File: config.mk
export PLATFORM = sky130hd
export DESIGN_NAME = add_seq8_ctrl
export DESIGN_NICKNAME = d
export VERILOG_FILES = /design/src/rtl/add_seq8_ctrl_pkg.sv /design/src/rtl/add_seq8_ctrl_ra8.sv /design/src/rtl/add_seq8_ctrl.sv
export SDC_FILE = /design/constraint.sdc
export NUM_CORES = 1
export LEC_CHECK = 0
export CORE_MARGIN = 4
export CORE_UTILIZATION = 53
export CTS_BUF_LIST = sky130_fd_sc_hd__clkbuf_8
export DETAILED_ROUTE_END_ITERATION = 16
export GPL_TIMING_DRIVEN = 0
export PLACE_DENSITY = 0.83
export SYNTH_ARGS = -nofsm -noshare
export SYNTH_HDL_FRONTEND = slang
export SYNTH_SLANG_ARGS = --single-unit
File: constraint.sdc
create_clock -name clk -period 5.6 [get_ports clk]
set_input_delay 0.56 -clock clk [delete_from_list [all_inputs] [get_ports clk]]
set_output_delay 0.56 -clock clk [all_outputs]
set_load 0.01 [all_outputs]
File: src/rtl/add_seq8_ctrl_pkg.sv
// Shared definitions for the byte-serial add/subtract sequencer.
package add_seq8_ctrl_pkg;

  localparam int NBYTES_DEF = 4;

  typedef enum logic [1:0] {
    ST_IDLE = 2'd0,
    ST_RUN  = 2'd1,
    ST_DONE = 2'd2
  } state_t;

endpackage

File: src/rtl/add_seq8_ctrl_ra8.sv
// RA8: 8-bit ripple-carry adder, the single shared byte datapath.
module add_seq8_ctrl_ra8 (
  input  logic [7:0] a,
  input  logic [7:0] b,
  input  logic       ci,
  output logic [7:0] s,
  output logic       co
);

  logic c;

  always_comb begin
    s = '0;
    c = ci;
    for (int i = 0; i < 8; i++) begin
      s[i] = a[i] ^ b[i] ^ c;
      c    = (a[i] & b[i]) | (c & (a[i] ^ b[i]));
    end
    co = c;
  end

endmodule

File: src/rtl/add_seq8_ctrl.sv
// Wide add/subtract sequencer: one byte per clock through a shared RA8,
// LSB first, with a start/busy/done handshake.
module add_seq8_ctrl
  import add_seq8_ctrl_pkg::*;
#(
  parameter  int NBYTES = NBYTES_DEF,
  localparam int W      = 8 * NBYTES,
  localparam int CW     = (NBYTES > 1) ? $clog2(NBYTES) : 1
) (
  input  logic         clk,
  input  logic         rst,
  input  logic         start,
  input  logic         sub,
  input  logic [W-1:0] a,
  input  logic [W-1:0] b,
  input  logic         c_in,
  output logic [W-1:0] sum,
  output logic         c_out,
  output logic         overflow,
  output logic         busy,
  output logic         done
);

  localparam logic [CW-1:0] LAST = CW'(NBYTES - 1);

  state_t                 state, state_nx;
  logic [CW-1:0]          idx;
  logic [W-1:0]           a_r, b_r, a_sh, b_sh;
  logic [NBYTES-1:0][7:0] sum_r;
  logic                   cy, c_out_r, ovf_r;
  logic [7:0]             ra_sum;
  logic                   ra_co;
  logic                   accept, last;

  // Shifting rather than part-selecting keeps the NBYTES=1 build free of
  // zero-width index arithmetic.
  assign a_sh = a_r >> {idx, 3'b000};
  assign b_sh = b_r >> {idx, 3'b000};
  assign last = (idx == LAST);

  add_seq8_ctrl_ra8 u_ra8 (
    .a  (a_sh[7:0]),
    .b  (b_sh[7:0]),
    .ci (cy),
    .s  (ra_sum),
    .co (ra_co)
  );

  always_comb begin
    state_nx = state;
    accept   = 1'b0;
    case (state)
      ST_IDLE: if (start) begin
        accept   = 1'b1;
        state_nx = ST_RUN;
      end
      ST_RUN:  if (last) state_nx = ST_DONE;
      ST_DONE: begin
        accept   = start;
        state_nx = start ? ST_RUN : ST_IDLE;
      end
      default: state_nx = ST_IDLE;
    endcase
  end

  always_ff @(posedge clk or posedge rst) begin
    if (rst) state <= ST_IDLE;
    else     state <= state_nx;
  end

  always_ff @(posedge clk or posedge rst) begin
    if (rst) begin
      idx     <= '0;
      a_r     <= '0;
      b_r     <= '0;
      cy      <= 1'b0;
      sum_r   <= '0;
      c_out_r <= 1'b0;
      ovf_r   <= 1'b0;
    end else if (accept) begin
      // Subtract is a + ~b + 1; b is stored pre-inverted so RUN is add-only.
      a_r   <= a;
      b_r   <= sub ? ~b : b;
      cy    <= sub | c_in;
      idx   <= '0;
      sum_r <= '0;
    end else if (state == ST_RUN) begin
      for (int i = 0; i < NBYTES; i++)
        if (idx == CW'(i)) sum_r[i] <= ra_sum;
      cy  <= ra_co;
      idx <= last ? '0 : idx + 1'b1;
      if (last) begin
        c_out_r <= ra_co;
        ovf_r   <= (a_r[W-1] == b_r[W-1]) && (ra_sum[7] != a_r[W-1]);
      end
    end
  end

  assign sum      = sum_r;
  assign c_out    = c_out_r;
  assign overflow = ovf_r;
  assign busy     = (state == ST_RUN);
  assign done     = (state == ST_DONE);

endmodule
=== Yosys cells after proc, flatten, opt, wreduce, memory -nomap -nowiden ===
Index checks and enable logic that the tools add are counted.

* Add/sub/neg operators: 1
* Eq/ne operators: 9
* Shift-type cells: 2
* Muxes and demuxes: 18
* Bitwise gates (word level): 43
* Reduce and logical (&&, ||, !) cells: 14

{| class="wikitable"
|+ Operators by type and width
! operator !! number
|-
| 2-to-1 mux 32 bit || 3
|-
| right shift 32 x 5 -> 8 bit || 2
|-
| 2-to-1 mux 8 bit || 4
|-
| inverter 32 bit || 1
|-
| AND 1 bit || 16
|-
| bitwise XOR 1 bit || 16
|-
| 2-to-1 mux 2 bit || 5
|-
| AND reduction 2 bit || 5
|-
| nonzero test 2 bit || 5
|-
| OR 1 bit || 9
|-
| == test 2 bit (second input constant) || 3
|-
| one-hot mux 2 bit (3 select lines) || 1
|-
| == test 2 x 1 -> 1 bit (second input constant) || 2
|-
| logical NOT 2 bit || 2
|-
| 2-to-1 mux 1 bit || 4
|-
| AND reduction 3 bit || 1
|-
| adder 2 x 1 -> 2 bit (second input constant) || 1
|-
| inequality test 2 x 1 -> 1 bit (second input constant) || 1
|-
| inequality test 2 bit (second input constant) || 1
|-
| one-hot mux 1 bit (2 select lines) || 1
|-
| == test 1 bit || 1
|-
| logical AND 1 bit || 1
|-
| inequality test 1 bit || 1
|-
| inverter 1 bit || 1
|}

* Bits in registers: 103
* Bits of input ports: 69
* Output and inout port bits: 36
* Logic and storage cells: 98

=== Depth between registers and ports, before layout ===
Gate-level depths: netlist of the first run.

* Depth after elaboration: 20
* Mapped depth: 19
* Gate-level depth less buffers: 18

=== Cells and area by module ===
From an unflattened synthesis of the first run, not the netlist that was laid out.

* Cell total of the unflattened synthesis: 489
* Area, all modules: 4979.8 µm²

{| class="wikitable"
|+ By module, submodules not included
! module !! instances !! cells an instance !! area an instance (µm²) !! seq. area each (µm²)
|-
| add_seq8_ctrl || 1 || 471 || 4782.1 || 2577.5
|-
| add_seq8_ctrl_ra8 || 1 || 18 || 197.7 || 0.0
|}

=== Worst setup path after synthesis of the first run ===
Ideal clock, no wire load.

* Path kind: flip-flop to flip-flop
* Start: reg idx[0]
* End: reg ovf_r, in the netlist overflow
* Library setup time: 122 ps
* Arrival: 3961 ps
* Data required time: 5478 ps
* Setup slack: 1516 ps
* Cell stages (with the launch flop): 20
* Buffers on the path: 1
* Clock period less this slack: 4084 ps
* Cells stage by stage: dfrtp_1 buf_6 mux4_2 inv_1 fa_1 fa_1 inv_1 fa_1 inv_1 fa_1 inv_1 fa_1 fa_1 inv_1 fa_1 inv_1 fa_1 and3b_1 a21oi_1 a21oi_1

* Cells in the longest elaborated chain, start to end: 19
* Elaborated cells between the ends (all ways): 36
* Those cells by class: 2 x eq/ne; 2 x shift; 30 x bitwise; 2 x reduce/logical

{| class="wikitable"
|+ Ends and longest elaborated chain
! element !! RTL line !! RTL
|-
| start, declared || add_seq8_ctrl.sv:27 || <nowiki>logic [CW-1:0] idx;</nowiki>
|-
| start signal, assigned || add_seq8_ctrl.sv:91 || <nowiki>idx <= last ? '0 : idx + 1'b1;</nowiki>
|-
| right shift 32 x 5 -> 8 bit, on equally long branches || add_seq8_ctrl.sv:37, add_seq8_ctrl.sv:38 ||
|-
| bitwise XOR 1 bit || add_seq8_ctrl_ra8.sv:17 || <nowiki>c = (a[i] & b[i]) | (c & (a[i] ^ b[i]));</nowiki>
|-
| AND 1 bit || add_seq8_ctrl_ra8.sv:17 ||
|-
| OR 1 bit || add_seq8_ctrl_ra8.sv:17 ||
|-
| AND 1 bit || add_seq8_ctrl_ra8.sv:17 ||
|-
| OR 1 bit || add_seq8_ctrl_ra8.sv:17 ||
|-
| AND 1 bit || add_seq8_ctrl_ra8.sv:17 ||
|-
| OR 1 bit || add_seq8_ctrl_ra8.sv:17 ||
|-
| [3 not listed] || - ||
|-
| OR 1 bit || add_seq8_ctrl_ra8.sv:17 ||
|-
| AND 1 bit || add_seq8_ctrl_ra8.sv:17 ||
|-
| OR 1 bit || add_seq8_ctrl_ra8.sv:17 ||
|-
| AND 1 bit || add_seq8_ctrl_ra8.sv:17 ||
|-
| OR 1 bit || add_seq8_ctrl_ra8.sv:17 ||
|-
| bitwise XOR 1 bit || add_seq8_ctrl_ra8.sv:16 || <nowiki>s[i] = a[i] ^ b[i] ^ c;</nowiki>
|-
| inequality test 1 bit || add_seq8_ctrl.sv:94 || <nowiki>ovf_r <= (a_r[W-1] == b_r[W-1]) && (ra_sum[7] != a_r[W-1]);</nowiki>
|-
| logical AND 1 bit || add_seq8_ctrl.sv:94 ||
|-
| end signal, assigned || add_seq8_ctrl.sv:94 ||
|-
| end, declared || add_seq8_ctrl.sv:30 || <nowiki>logic cy, c_out_r, ovf_r;</nowiki>
|}

Several ways; a longest one is shown, not always the timed one.
A chain may end at the register's enable or synchronous reset.

=== Final worst setup path of the first run ===
Ends and elaborated chain as after synthesis.

==> results of run 1 <==
==> layout make-up <==
cell class                      count  area share
Multi-Input combinational cell    315       0.328
Clock inverter                      5     0.00888
Clock buffer                       11      0.0239
Sequential cell                   103       0.406
Tap cell                          108      0.0213
Buffer                             32      0.0318
Inverter                           22      0.0134
Timing Repair Buffer              104       0.167
==> worst max-delay path, stage by stage, from the launching register on <==
cell	delay, ns
dfrtp_1	0.42
buf_6	0.22
mux4_2	0.52
inv_1	0.14
fa_1	0.20
fa_1	0.16
inv_1	0.06
fa_1	0.35
inv_1	0.07
fa_1	0.15
inv_1	0.05
fa_1	0.37
fa_1	0.36
inv_1	0.07
fa_1	0.16
inv_1	0.05
fa_1	0.61
and3b_1	0.20
a21oi_1	0.12
a21oi_1	0.08
==> state kept, by name (all words and copies together), names as in the netlist <==
register	cells
idx	2
c_out	1
state	2
b_r	32
overflow	1
a_r	32
sum	32
cy	1
==> cell usage in the layout (no fill, tap or decap), drive strengths merged, types with 8 or more instances in the layout <==
cell / instances
a21oi: 11
buf: 31
clkbuf: 13
clkdlybuf4s50: 103
dfrtp: 103
fa: 8
inv: 22
mux2i: 19
mux4: 16
nand2: 137
nand3: 9
nor2: 28
o21ai: 33
xnor2: 32
==> where the power goes <==
| group | switching (W) | internal, W | leakage, nW | total [W] |
|---|---|---|---|---|
| logic | 0.00106 | 0.000909 | 1.60 | 0.00197 |
| clock network | 0.000251 | 0.000231 | 0.105 | 0.000482 |
| registers | 0.000188 | 0.00107 | 1.30 | 0.00126 |
| total | 0.00150 | 0.00221 | 3.00 | 0.00371 |
==> metal layers <==
metal | share of wire | GRT usage | vias to the layer above
li1 | - | - | 1750
met1 | 0.42 | 0.281 | 1838
met2 | 0.51 | 0.369 | 114
met3 | 0.049 | 0.0358 | 13
met4 | 0.016 | 0.0760 | 0
met5 | 0 | 0 | -
==> how the worst max path moves through the flow <==
stage                       from  endpoint  slack, ns  depth (start not counted)
after floorplan           idx[0]  overflow       1.52                         19
after global placement       rst   b_r[17]       1.05                          2
after detailed placement  idx[0]  overflow       1.13                         19
after CTS                 idx[0]  overflow       1.12                         19
after global routing      idx[0]  overflow       0.94                         19
final                     idx[0]  overflow       1.13                         19
==> stage by stage <==
step                      power, W  hold WS, ns   util
after detailed placement   0.00325        0.461  0.690
after CTS                  0.00372        0.483  0.713
after global placement     0.00314        0.455  0.687
final                      0.00371        0.482  0.713
after floorplan            0.00256        0.440      -
after global routing       0.00397        0.504  0.713
==> logic make-up after synthesis <==
logic type / after synthesis / synth area share
AO/OA/AOI/OAI: 51 / 0.0590
XOR/XNOR: 32 / 0.0567
adder cells (fa/ha/maj): 12 / 0.0426
buffers and inverters: 54 / 0.0575
flip-flops: 103 / 0.522
multiplexers: 36 / 0.114
AND/OR/NAND/NOR: 184 / 0.149
==> flow_metrics.tcl, run 1 <==
set metrics [dict create \
    r2r_start "idx[0]" \
    place_congestion 0.799 \
    synthArstFlopShare 1.00 \
    yosysSeqAreaShare 0.522 \
    synth_top_cells_by_area "dfrtp_1, nand2_1, mux4_2, xnor2_1, mux2i_1" \
    cts_setup_buffers 0 \
    first_pass_iters 4 \
    cp-end-kind "flop" \
    routedWlPerCell_um 16.5 \
    worstHoldEndpoint "b_r[15]" \
    ios 105 \
    ys.flop_type "dfrtp_1" \
    drtIter0Drc 116 \
    ys_ff_latch 103 \
    grt_pass1_vias 3801 \
    yosysWarnings 0 \
    drv_slew 0 \
    crit_type "flop to flop" \
    dp.final_hpwl_um 8940 \
    status "finished, final reports clean" \
    syn_nets 553 \
    tightestPinTransition_ns 0.567 \
    die_h_um 105 \
    cts_resized 0 \
    port_buffers 103 \
    cts-buffers-inserted 9 \
    clkLatencyLatePin_ns 0.36 \
    via_count 3715 \
    multiInputGateArea_sq_mm 0.00208 \
    layout.nets 668 \
    setup_viol 0 \
    vias_per_cell 5.31 \
    regArea_sq_mm 0.00258 \
    pre_cts_slack_ns 1.13 \
    grt_max_degree 61 \
    powerDensity_mw_per_mm2 585 \
    nFillCells 657 \
    crit_fanout 10 \
    timing.max_cap.violations 0 \
    fin_crit_sh 0.797 \
    antenna_cells 0 \
    required_ns 5.85 \
    root_buffer "clkbuf_8" \
    fp.dieArea_sq_mm 0.0109 \
    dp.cells 684 \
    drc 0 \
    die_w_um 105 \
    core-area_sq_mm 0.00889 \
    synth_area_leader_cell "dfrtp_1" \
    r2r-end "overflow" \
    crit_arrival_ns 4.72 \
    irDropWorstVdd_mv 0.265 \
    rrSetupSlack_ns 1.13 \
    row_count 34 \
    cts_hold_buf 0 \
    setup_ws_ns 1.13 \
    synth_common_cells "nand2_1, dfrtp_1, o21ai_0" \
    ys_types 28 \
    drive_gt1_frac 0.118 \
    synth-edff-count 0 \
    yosysMostFrequentCell "nand2_1" \
    min_path_type "flop to flop" \
    leakagePower_nw 3.00 \
    syn_to_final_growth_pct 28.4 \
    stdcell_area_sq_mm 0.00634 \
    syn_area_sq_mm 0.00494 \
    fin_cells 700 \
    start_util 0.556 \
    fin_crit_ns 4.47 \
    min_path_cells 2 \
    numClockSinks 103 \
    grt_pass1_wl_um 18800 \
    syn_avg_cell_area_sq_um 10.5 \
    critPathLaunchType "flop" \
    netlist_instances 472 \
    h-tree-depth 3 \
    r2r_cells 19 \
    grt_setup_unrepaired "false" \
    max_slew_margin 0.622 \
    final_hold_viol_count 0 \
    fin_tns_setup_ns 0 \
    grt_overflow 0 \
    grt_usage 0.216 \
    antenna_found_initial 0 \
    place_area_sq_mm 0.00614 \
    yosysTopAreaCellShare 0.522 \
    routed_wl_um 11500 \
    clock.fmax_mhz 224 \
    clk_pin_slew_ns 0.10 \
    antenna_left 0 \
    fin_skew_ns 0.00739 \
    min-delay-start "b_r[15]" \
    cts_tree "built" \
    clk_path_buf_depth 2 \
]
Note: power is estimated with default switching activity, not from simulation.
==> inputs of run 2 (changes only) <==
==> constraint.sdc (replaced) <==
create_clock -name clk -period 4.3 [get_ports clk]
set_input_delay 0.43 -clock clk [delete_from_list [all_inputs] [get_ports clk]]
set_output_delay 0.43 -clock clk [all_outputs]
set_load 0.01 [all_outputs]
==> flow_metrics.tcl, run 2 (same netlist as run 1, synthesis figures left out) <==
set metrics [dict create \
    antenna_cells 0 \
    drv_slew 0 \
    route.met2.wl_um 6050 \
    hold-worst-slack_ns 0.449 \
    h-tree-depth 3 \
    critPathLaunchType "flop" \
    tightestPinTransition_ns 0.558 \
    antenna_found_initial 0 \
    grt_overflow 0 \
    status "finished, final reports clean" \
    cts_tree "built" \
    grt_setup_unrepaired "false" \
    powerDensity_mw_per_mm2 775 \
    fin_crit_sh 0.966 \
    max_slew_margin 0.628 \
    core-area_sq_mm 0.00889 \
    crit_arrival_ns 4.42 \
    fin_crit_ns 4.15 \
    port_buffers 103 \
    vias_per_cell 5.33 \
    path_cells "buf_12 > buf_4 > mux4_2 > inv_1 > fa_1 > inv_1 > fa_1 > inv_1 > fa_1 > inv_1 > fa_2 > fa_1 > inv_1 > fa_1 > inv_1 > fa_2 > and3b_1 > a21oi_2 > a21oi_1" \
    die_h_um 105 \
    nFillCells 643 \
    drtIter0Drc 155 \
    wl_met3_um 578 \
    clkLatencyLatePin_ns 0.37 \
    required_ns 4.56 \
    final_hold_viol_count 0 \
    routedWlPerCell_um 16.6 \
    fin_cells 711 \
    max_stage_delay_ns 0.54 \
    setup_viol 0 \
    crit_fanout 6 \
    fin_skew_ns 0.0103 \
    dp.final_hpwl_um 8940 \
    grt_usage 0.216 \
    clk_path_buf_depth 2 \
    crit_path_top_delay_cell "mux4_2" \
    routed_wl_um 11800 \
    grt_pass1_vias 3815 \
    grt_pass1_wl_um 18800 \
    antenna_left 0 \
    ios 105 \
    met1Wirelength_um 4950 \
    crit_top_cell "inv_1" \
    crit_type "flop to flop" \
    final_common_cell "nand2_1" \
    syn_to_final_growth_pct 30.5 \
    numClockSinks 103 \
    top_layer_used "met4" \
    first_pass_iters 4 \
    drc 0 \
    clk_pin_slew_ns 0.10 \
    fp.dieArea_sq_mm 0.0109 \
    layout_common_cells "nand2_1, dfrtp_1, clkdlybuf4s50_1, o21ai_0, xnor2_1" \
    clock.fmax_mhz 241 \
    place_congestion 0.799 \
    dp.cells 684 \
    via_count 3792 \
    cp-end-kind "flop" \
    die_w_um 105 \
    grt_max_degree 61 \
    leakagePower_nw 3.06 \
    root_buffer "clkbuf_8" \
    timing.max_cap.violations 0 \
    start_util 0.556 \
    irDropWorstVdd_mv 0.347 \
    row_count 34 \
    layout.nets 679 \
    cts-buffers-inserted 9 \
    min_path_type "primary input to flop" \
    cts_hold_buf 0 \
    drive_gt1_frac 0.144 \
]
run 2: cell types whose count changed in the layout (fill, tap and decap cells not counted):
cell / delta
buf_4: +11
fa_1: -3
fa_2: +3
inv_1: -2
inv_2: +2
a21oi_1: -1
a21oi_2: +1
buf_12: +1
buf_2: -1
buf_6: -1
clkbuf_4: +1
run 2: where the power goes:
part,switching (W),internal (W)
sequential,0.000243,0.00139
clock,0.000333,0.000300
combinational,0.00143,0.00130
total,0.00201,0.00299
run 2: final cells by class:
class	count	area (sq um)	area share
Clock buffer	11	151	0.0235
Sequential cell	103	2580	0.400
Clock inverter	5	56.3	0.00873
Buffer	32	213	0.0330
Multi-Input combinational cell	315	2090	0.324
Timing Repair Buffer	115	1140	0.177
Tap cell	108	135	0.0210
Inverter	22	85.1	0.0132
run 2: critical path, delay by kind of cell (launching register included):
family / cells / cell delay, ns
muxes: 1 / 0.54
and+or+nand+nor: 1 / 0.18
AOI/OAI and AO/OA: 2 / 0.17
DFF: 1 / 0.40
buffers and inverters: 8 / 0.69
adders and majority gates: 7 / 2.05
run 2: layer usage:
layer	GRT usage	vias to the layer above
met4	0.0750	0
li1	-	1772
met3	0.0351	18
met5	0	-
met1	0.281	1880
met2	0.372	122
run 2: timing repair:
action                     4_1_cts  5_1_grt
buffers inserted                 2        9
gates resized for setup          3        6
pin swaps                        1        1
setup endpoints to repair        1        5
run 2: worst paths after layout:
path	startpoint	endpoint	slack [ns]	depth (start not counted)
worst max register to register	idx[0]	overflow	0.15	19
max in group asynchronous	rst	b_r[30]	3.16	3
worst max-delay path	idx[0]	overflow	0.15	19
min in group asynchronous	rst	a_r[9]	0.46	2
worst min register to register	b_r[15]	b_r[15]	0.48	2
worst min-delay path	sub	b_r[29]	0.45	3
run 2: per-stage QoR:
stage | cell area (sq um) | worst slack, ns | power (W) | TNS [ns] | util
after floorplan | 4940 | 0.216 | 0.00333 | 0 | -
after global placement | 6110 | -0.123 | 0.00410 | -12.41 | 0.687
after detailed placement | 6140 | -0.166 | 0.00423 | -0.166 | 0.690
after CTS | 6370 | 0.0143 | 0.00490 | 0 | 0.716
after global routing | 6450 | 0.00397 | 0.00533 | 0 | 0.725
final | 6450 | 0.146 | 0.00500 | 0 | 0.725
==> inputs of run 3 (changes only) <==
--- a/config.mk
+++ b/config.mk
@@ -5,12 +5,11 @@
 export SDC_FILE = /design/constraint.sdc
 export NUM_CORES = 1
 export LEC_CHECK = 0
-export CORE_MARGIN = 4
-export CORE_UTILIZATION = 53
-export CTS_BUF_LIST = sky130_fd_sc_hd__clkbuf_8
+export CORE_MARGIN = 2
+export CORE_UTILIZATION = 51
 export DETAILED_ROUTE_END_ITERATION = 16
 export GPL_TIMING_DRIVEN = 0
-export PLACE_DENSITY = 0.83
+export PLACE_DENSITY = 0.8
 export SYNTH_ARGS = -nofsm -noshare
 export SYNTH_HDL_FRONTEND = slang
 export SYNTH_SLANG_ARGS = --single-unit
==> flow_metrics.tcl, run 3 (same netlist as run 1, synthesis figures left out) <==
set metrics [dict create \
    antenna_found_initial 0 \
    max_stage_delay_ns 0.53 \
    crit_path_top_delay_cell "fa_2" \
    r2r_cells 19 \
    clk_path_buf_depth 2 \
    h-tree-depth 3 \
    stdcell_area_sq_mm 0.00644 \
    syn_to_final_growth_pct 30.4 \
    grt_setup_unrepaired "true" \
    dp.final_hpwl_um 8780 \
    regArea_sq_mm 0.00258 \
    status "finished, final reports clean" \
    critical_path.top_delay_family "adder cells" \
    clkLatencyLatePin_ns 0.38 \
    crit_fanout 5 \
    fin_skew_ns 0.00955 \
    crit_top_cell "fa_2" \
    layout.nets 673 \
    fin_crit_ns 4.16 \
    fin_crit_sh 0.966 \
    post-route-util 0.691 \
    clock.fmax_mhz 241 \
    cts-buffers-inserted 9 \
    row_count 35 \
    root_buffer "clkbuf_8" \
    drv_slew 0 \
    required_ns 4.58 \
    drtIter0Drc 162 \
    routedWlPerCell_um 16.1 \
    ios 105 \
    min_path_cells 3 \
    fin_tns_setup_ns 0 \
    antenna_cells 0 \
    final_common_cell "nand2_1" \
    clk_pin_slew_ns 0.10 \
    powerDensity_mw_per_mm2 785 \
    cp-end-kind "flop" \
    max_slew_margin 0.519 \
    grt_max_degree 59 \
    antenna_left 0 \
    setup_viol 0 \
    via_count 3802 \
    tightestPinTransition_ns 0.721 \
    die_w_um 102 \
    grt_pass1_wl_um 19300 \
    timing.max_cap.violations 0 \
    drc 0 \
    crit_arrival_ns 4.43 \
    place_congestion 0.795 \
    fin_cells 725 \
    power_w 0.00506 \
    path_depth 19 \
    vias_per_cell 5.24 \
    layout_common_cells "nand2_1, dfrtp_1, clkdlybuf4s50_1, o21ai_0, xnor2_1" \
    start_util 0.530 \
    irDropWorstVdd_mv 0.385 \
    fp.dieArea_sq_mm 0.0105 \
    final_hold_viol_count 0 \
    path_cells "buf_12 > mux4_2 > inv_2 > fa_2 > fa_2 > inv_2 > fa_2 > inv_2 > fa_1 > inv_1 > fa_2 > fa_2 > inv_2 > fa_2 > inv_2 > fa_2 > and3b_2 > a21oi_4 > a21oi_2" \
    leakagePower_nw 3.01 \
    routed_wl_um 11700 \
    rrSetupSlack_ns 0.14 \
    grt_overflow 0 \
    multiInputGateArea_sq_mm 0.00211 \
    drive_gt1_frac 0.154 \
    nFillCells 735 \
    worst-path-buf-inv 7 \
    crit_type "flop to flop" \
    grt_usage 0.245 \
    dp.cells 705 \
    critPathLaunchType "flop" \
    numClockSinks 103 \
    port_buffers 103 \
    core-area_sq_mm 0.00933 \
    first_pass_iters 4 \
    grt_pass1_vias 4018 \
    cts_tree "built" \
    die_h_um 102 \
    place_area_sq_mm 0.00615 \
    min_path_type "primary input to flop" \
]
-- run 3: timing repair --
action / 4_1_cts / 5_1_grt
setup buffers: 5 / 0
endpoints found under the setup margin: 5 / 5
hold endpoints to repair: 0 / 0
hold buffers: 0 / 0
pin swaps: 1 / 2
gates resized for setup: 5 / 17
-- run 3: tightest hold or removal path, stage by stage --
cell     delay, ns
buf_2         0.16
xnor2_1       0.12
o21ai_0       0.06
-- run 3: power by group --
part           internal (W)  switching, W  leakage, nW
logic               0.00132       0.00147         1.61
clock network      0.000300      0.000331       0.0980
registers           0.00139      0.000245         1.30
-- run 3: layer usage --
metal / track usage / up-vias / wire length, um
li1: - / 1759 / -
met1: 0.304 / 1875 / 4780
met2: 0.422 / 143 / 5950
met3: 0.0404 / 25 / 691
met4: 0.116 / 0 / 283
met5: 0 / - / 0
-- run 3: final timing paths --
check                         from        to
max reg2reg                 idx[0]  overflow
min                            sub   b_r[29]
max in group asynchronous      rst   sum[11]
min in group asynchronous      rst    a_r[0]
max                         idx[0]  overflow
min reg2reg                a_r[20]   a_r[20]
-- run 3: cell type report --
| class | instances | area share |
|---|---|---|
| flip-flops and latches | 103 | 0.400 |
| multi-input cells | 315 | 0.328 |
| repair buffers | 109 | 0.169 |
| plain buffers | 32 | 0.0330 |
| well taps | 129 | 0.0251 |
| clock buffers | 11 | 0.0235 |
| inverters | 22 | 0.0132 |
| clock inverters | 4 | 0.00835 |
-- run 3: metrics by stage --
stage | setup slack, ns | hold slack [ns]
floorplan | 0.216 | 0.440
global placement | -0.150 | 0.456
detailed placement | -0.237 | 0.459
CTS | 0.00525 | 0.440
global route | -0.0276 | 0.477
finish | 0.144 | 0.445
